**src/rtl/hilo_commit_unit.sv**
```systemverilog
// HI/LO commit stage behind MULT32: captures a product, commits it after LATENCY cycles,
// and provides MTHI/MTLO writes, the MFHI/MFLO read mux and a read interlock. Optional: HILO_ACC_EN.
module hilo_commit_unit #(
    parameter int LATENCY = 4,
    parameter int CNT_W   = 4
) (
    input  logic        clk_i,
    input  logic        rst_i,
    input  logic        start_i,
    input  logic        mul_acc_i,
    input  logic [31:0] mul_hi_i,
    input  logic [31:0] mul_lo_i,
    input  logic        mthi_i,
    input  logic        mtlo_i,
    input  logic [31:0] wdata_i,
    input  logic        rd_req_i,
    input  logic        rd_sel_i,
    output logic [31:0] rdata_o,
    output logic [31:0] hi_o,
    output logic [31:0] lo_o,
    output logic        busy_o,
    output logic        done_o,
    output logic        stall_o
);

    localparam logic [0:0]       ST_IDLE  = 1'b0;
    localparam logic [0:0]       ST_BUSY  = 1'b1;
    localparam logic [CNT_W-1:0] CNT_INIT = CNT_W'(LATENCY - 1);
    localparam logic [CNT_W-1:0] CNT_ONE  = CNT_W'(1);

    logic [0:0]       state_q, state_d;
    logic [CNT_W-1:0] cnt_q, cnt_d;
    logic [63:0]      prod_q, prod_d;
    logic             acc_q, acc_d;
    logic [31:0]      hi_q, hi_d;
    logic [31:0]      lo_q, lo_d;
    logic             done_q, done_d;

    logic             mt_any;
    logic             commit;
    logic [63:0]      commit_val;

    assign mt_any = mthi_i | mtlo_i;
    // A move-to in the final busy cycle still wins over the commit.
    assign commit = (state_q == ST_BUSY) && (cnt_q == '0) && !mt_any;

`ifdef HILO_ACC_EN
    assign commit_val = acc_q ? ({hi_q, lo_q} + prod_q) : prod_q;
`else
    logic unused_acc;
    assign unused_acc = acc_q;
    assign commit_val = prod_q;
`endif

    always_comb begin
        state_d = state_q;
        cnt_d   = cnt_q;
        prod_d  = prod_q;
        acc_d   = acc_q;
        hi_d    = hi_q;
        lo_d    = lo_q;
        done_d  = commit;
        case (state_q)
            ST_IDLE: begin
                if (mthi_i) hi_d = wdata_i;
                if (mtlo_i) lo_d = wdata_i;
                if (start_i) begin
                    prod_d  = {mul_hi_i, mul_lo_i};
                    acc_d   = mul_acc_i;
                    cnt_d   = CNT_INIT;
                    state_d = ST_BUSY;
                end
            end
            ST_BUSY: begin
                if (mt_any) begin
                    if (mthi_i) hi_d = wdata_i;
                    if (mtlo_i) lo_d = wdata_i;
                    state_d = ST_IDLE;
                end else if (cnt_q == '0) begin
                    {hi_d, lo_d} = commit_val;
                    state_d      = ST_IDLE;
                end else begin
                    cnt_d = cnt_q - CNT_ONE;
                end
            end
            default: state_d = ST_IDLE;
        endcase
    end

    always_ff @(posedge clk_i) begin
        if (rst_i) begin
            state_q <= ST_IDLE;
            cnt_q   <= '0;
            prod_q  <= '0;
            acc_q   <= 1'b0;
            hi_q    <= '0;
            lo_q    <= '0;
            done_q  <= 1'b0;
        end else begin
            state_q <= state_d;
            cnt_q   <= cnt_d;
            prod_q  <= prod_d;
            acc_q   <= acc_d;
            hi_q    <= hi_d;
            lo_q    <= lo_d;
            done_q  <= done_d;
        end
    end

    assign hi_o    = hi_q;
    assign lo_o    = lo_q;
    assign busy_o  = (state_q == ST_BUSY);
    assign done_o  = done_q;
    assign stall_o = rd_req_i & busy_o;
    assign rdata_o = rd_sel_i ? hi_q : lo_q;

endmodule

```
**config.mk**
```make
export PLATFORM = sky130hd
export DESIGN_NAME = hilo_commit_unit
export DESIGN_NICKNAME = d
export VERILOG_FILES = /design/src/rtl/hilo_commit_unit.sv
export SDC_FILE = /design/constraint.sdc
export NUM_CORES = 1
export LEC_CHECK = 0
export CAP_MARGIN = 30
export CORE_ASPECT_RATIO = 0.7
export CORE_MARGIN = 5
export CORE_UTILIZATION = 30
export DETAILED_ROUTE_END_ITERATION = 7
export GPL_TIMING_DRIVEN = 0
export SYNTH_ARGS = -nofsm -noshare
export SYNTH_HDL_FRONTEND = slang
export SYNTH_SLANG_ARGS = --single-unit
```
**constraint.sdc**
```tcl
create_clock -name clk_i -period 4.2 [get_ports clk_i]
set_clock_uncertainty 0.05 [all_clocks]
set_input_delay 0.63 -clock clk_i [delete_from_list [all_inputs] [get_ports clk_i]]
set_output_delay 0.63 -clock clk_i [all_outputs]
set_load 0.01 [all_outputs]
```
==> results of run 1 <==
-- report_power, final --
group	switching [W]	internal (W)	total [W]
clock	0.000569	0.000886	0.00145
combinational	0.000311	0.000282	0.000593
sequential	0.0000525	0.00135	0.00140
-- layer usage --
layer	vias to the layer above	wire, um
li1	2994	-
met1	2975	11600
met2	260	10200
met3	19	2000
met4	2	184
met5	-	12
-- cell type report --
cell class                 count  area (sq um)
buffer                        77           303
multi-input combinational    505          2950
inverter                       4          15.0
clock inverter                 8          72.6
tap                          270           338
timing repair buffer         199          1990
sequential                   134          2680
fill                        2006         10800
clock buffer                  23           498
-- worst min-delay path: cells and delay by family (launching register included) --
kind             cells  cell delay, ns
flip-flops           1            0.31
AO/OA/AOI/OAI        1            0.05
AND/OR/NAND/NOR      1            0.05
-- state kept, by name (all words and copies together) (netlist names) --
name	cells
busy_o	1
cnt_q	4
commit_val	64
done_o	1
hi_o	32
lo_o	32
-- how the worst min path moves through the flow --
stage | endpoint | start | slack [ns]
CTS | commit_val[31] | commit_val[31] | 0.40
global placement | commit_val[48] | commit_val[48] | 0.39
global route | commit_val[37] | commit_val[37] | 0.42
floorplan | commit_val[0] | commit_val[0] | 0.39
finish | commit_val[51] | commit_val[51] | 0.41
detailed placement | commit_val[31] | commit_val[31] | 0.40
-- cells by family (layout without fill, tap and decap cells) --
kind of cell,count (synthesis),after routing
buffers and inverters,81,311
AOI/OAI and AO/OA,263,263
DFF,134,134
adders and majority gates,2,2
muxes,33,33
and+or+nand+nor,207,207
-- cell usage in the layout (no fill, tap or decap), types with 2 or more instances in the layout --
| cell type | instances |
|---|---|
| sky130_fd_sc_hd__mux2_2 | 32 |
| sky130_fd_sc_hd__clkdlybuf4s50_1 | 199 |
| sky130_fd_sc_hd__dfxtp_1 | 134 |
| sky130_fd_sc_hd__nor2b_1 | 64 |
| sky130_fd_sc_hd__a21oi_1 | 130 |
| sky130_fd_sc_hd__clkbuf_16 | 17 |
| sky130_fd_sc_hd__buf_1 | 11 |
| sky130_fd_sc_hd__o21ai_0 | 50 |
| sky130_fd_sc_hd__a32oi_1 | 64 |
| sky130_fd_sc_hd__clkinvlp_4 | 3 |
| sky130_fd_sc_hd__a211oi_1 | 2 |
| sky130_fd_sc_hd__inv_1 | 4 |
| sky130_fd_sc_hd__o21ai_1 | 15 |
| sky130_fd_sc_hd__nand2_1 | 128 |
| sky130_fd_sc_hd__clkbuf_1 | 56 |
| sky130_fd_sc_hd__buf_2 | 11 |
| sky130_fd_sc_hd__ha_1 | 2 |
| sky130_fd_sc_hd__nand3_1 | 2 |
| sky130_fd_sc_hd__nor3_1 | 2 |
| sky130_fd_sc_hd__or3b_1 | 2 |
| sky130_fd_sc_hd__clkbuf_8 | 5 |
| sky130_fd_sc_hd__clkinv_2 | 4 |
-- metrics by stage --
step / worst slack, ns / total power (W)
after floorplan: 1.98 / 0.00168
after global placement: 0.978 / 0.00201
after detailed placement: 0.995 / 0.00202
after CTS: 0.987 / 0.00346
after global routing: 0.882 / 0.00358
final: 1.03 / 0.00345
==> summary.txt, run 1 <==
Timing
  • Final-report hold violation count: 0
  • Setup repair after global routing missed its margin: false
  • Slew of the pin with the lowest slew margin: 0.778 ns
  • Slew Viols, Final: 0
  • Minimum period implied by the final worst setup slack: 3.17 ns
  • Final setup vio count: 0
  • Final setup TNS: 0 ns
  • Part of the cycle the worst path needs: 0.754
  • Highest attainable clock frequency: 316 MHz
  • Max-slew headroom at the worst pin: 0.481
  • Final-layout worst hold slack: 0.407 ns

Finish
  • Post-route non-filler standard cell count: 1220
  • Utilization after layout: 0.451
  • Area growth syn-to-layout: 48.8%
  • Final layout net count: 1044
  • Ant. Diodes: 0
  • Cell area after layout: 0.00885 sq mm
  • Share of cells above drive strength 1: 0.0779

Detailed routing
  • Final wirelength: 24.1 mm
  • Average wire length per cell after detail routing: 19.7 um
  • Violation count after the first detailed-routing iteration: 531
  • Count of vias placed by the detailed router: 6250
  • Number of iterations in the first detailed-routing pass: 6
  • DR vias/cell: 5.12
  • Final antenna-violating net count: 0
  • Remaining DRCs: 0

Floorplanning
  • Die Span X: 178 um
  • I/O pin cnt: 203
  • Number of rows created at floorplan: 43
  • Die Span Y: 128 um
  • Effective utilization at floorplan: 0.303
  • Die area: 0.0228 sq mm
  • Placeable Area: 0.0196 sq mm

Worst setup path
  • Startpoint types: primary input
  • CP max FO: 10
  • Number of cells on the critical path: 4
  • Worst path top cell family by delay: buffers and inverters
  • Required time worst endpoint: 3.52 ns
  • Worst R2R Start: busy_o
  • Capture point of the worst path: rdata_o[15]
  • CP Capture Type: output port
  • CP Data Arrival Time: 2.49 ns
  • R2R cell count: 5
  • Worst path buffer plus inverter count: 3
  • Standard cell with the maximum stage delay on the critical path: sky130_fd_sc_hd__buf_1
  • Register-to-register setup slack: 2.02 ns
  • List of cells traversed by the critical path: clkbuf_1 > buf_1 > mux2_2 > clkdlybuf4s50_1
  • Delay of the slowest cell on the worst path: 0.64 ns
  • Worst setup startpoint: rd_sel_i
  • R2R Path End: hi_o[16]
  • Worst setup path category: primary input to output port

Clock tree
  • Worst-Skew Late Latency: 0.41 ns
  • Hold-fix buffer count after cts: 0
  • Count of cells resized by post-cts repair: 0
  • Cell chosen for the clock root: sky130_fd_sc_hd__clkbuf_16
  • Clk pin slew, worst setup/hold paths: 0.06 ns
  • CTS tree: built
  • Number of buffers added by the clock tree synthesis step: 17
  • Post-CTS setup-driven buffer insertion count: 0
  • Deepest level of the CTS H-tree: 4
  • Maximum clock insertion buffer count: 2
  • Clock sink count: 134

Global route
  • Remaining global-route overflow: 0
  • Met3 track demand over resource: 0.0537
  • Fraction of met2 tracks used by global routing: 0.312
  • Global-route wire length before repair: 36.4 mm
  • Maximum number of pins on one net before global-route repair: 17
  • Global-route usage over all layers: 0.209
  • Initial antenna violation count: 1
  • Peak-usage layer in the global routing report: met2
  • Met1 layer usage reported by global route: 0.307
  • Number of global-route vias before repair: 6080

Yosys
  • Post-synthesis adder-cell area fraction: 0.00421
  • Fraction of the mapped netlist area in simple logic gates: 0.165
  • Synth cell count leaders: sky130_fd_sc_hd__dfxtp_1 (134), sky130_fd_sc_hd__a21oi_1 (130), sky130_fd_sc_hd__nand2_1 (128), sky130_fd_sc_hd__a32oi_1 (64), sky130_fd_sc_hd__nor2b_1 (64)
  • Leading register cell type out of synthesis: sky130_fd_sc_hd__dfxtp_1
  • Portion of netlist area occupied by mux cells: 0.0623
  • Share of flip-flops with an asynchronous set or reset: 0
  • Warnings from Yosys: 0
  • Synthesized instance count: 720
  • Largest cells by area after synthesis: sky130_fd_sc_hd__dfxtp_1 (45%), sky130_fd_sc_hd__a21oi_1 (11%), sky130_fd_sc_hd__a32oi_1 (9.4%)
  • Mapped Nets: 826
  • Share of the synthesized area in the top cell type: 0.451
  • Cell taking the most area after synthesis: sky130_fd_sc_hd__dfxtp_1
  • Post-synthesis area per instance: 8.26 sq um
  • Xor/xnor cell area share of the yosys netlist: 0
  • Count leader, synth: sky130_fd_sc_hd__dfxtp_1
  • Combinational family with the most area after synthesis: compound AO/OA/AOI/OAI gates
  • Cell area after technology mapping: 0.00595 sq mm
  • Flop and latch count out of synthesis: 134
  • Number of flops mapped to enable cells by yosys: 0
  • Sequential area share after synthesis: 0.451
  • Compound-cell area share of the yosys netlist: 0.264
  • Number of distinct library cells after synthesis: 29

Placed design
  • Port bufs: 199
  • Detailed-placement wirelength estimate: 17.8 mm
  • Placed cells: 1189
  • Placer congestion estimate: 0.823
  • Placement Cell Area: 0.00828 sq mm

Status
  • Outcome: finished clean

Power
  • Power density normalized to cell area: 389 mW/mm^2
  • Worst IR drop on VDD: 0.211 mV
  • Leakage: 3.09 nW

Worst hold path
  • Instance count along the most critical hold path: 2
  • Worst min-delay path class: flip-flop to flip-flop

Flow run
  • Reported max-cap violation count: 0
No activity file was read; power rests on OpenSTA's default activity.
==> inputs of run 2 (changes only) <==
==> constraint.sdc (replaced) <==
create_clock -name clk_i -period 3.09 [get_ports clk_i]
set_clock_uncertainty 0.05 [all_clocks]
set_input_delay 0.4635 -clock clk_i [delete_from_list [all_inputs] [get_ports clk_i]]
set_output_delay 0.4635 -clock clk_i [all_outputs]
set_load 0.01 [all_outputs]
==> results of run 2 <==
Same layout as run 1 (identical final DEF). Status: finished clean.
Main changes from that run: setup slack after placement 0.995 ns -> 0.218 ns; setup slack after layout 1.03 ns -> 0.257 ns; register-to-register setup slack 2.02 ns -> 0.91 ns; total power 0.00345 W -> 0.00468 W; worst IR drop on VDD 0.211 mV -> 0.287 mV
==> inputs of run 3 (changes only) <==
--- a/config.mk
+++ b/config.mk
@@ -11,6 +11,7 @@
 export CORE_UTILIZATION = 30
 export DETAILED_ROUTE_END_ITERATION = 7
 export GPL_TIMING_DRIVEN = 0
+export SLEW_MARGIN = 20
 export SYNTH_ARGS = -nofsm -noshare
 export SYNTH_HDL_FRONTEND = slang
 export SYNTH_SLANG_ARGS = --single-unit
==> results of run 3 <==
Same layout as run 1 (identical final DEF). Status: finished clean.
Main changes from that run: setup slack after placement 0.995 ns -> 0.218 ns; setup slack after layout 1.03 ns -> 0.257 ns; register-to-register setup slack 2.02 ns -> 0.91 ns; total power 0.00345 W -> 0.00468 W; worst IR drop on VDD 0.211 mV -> 0.287 mV
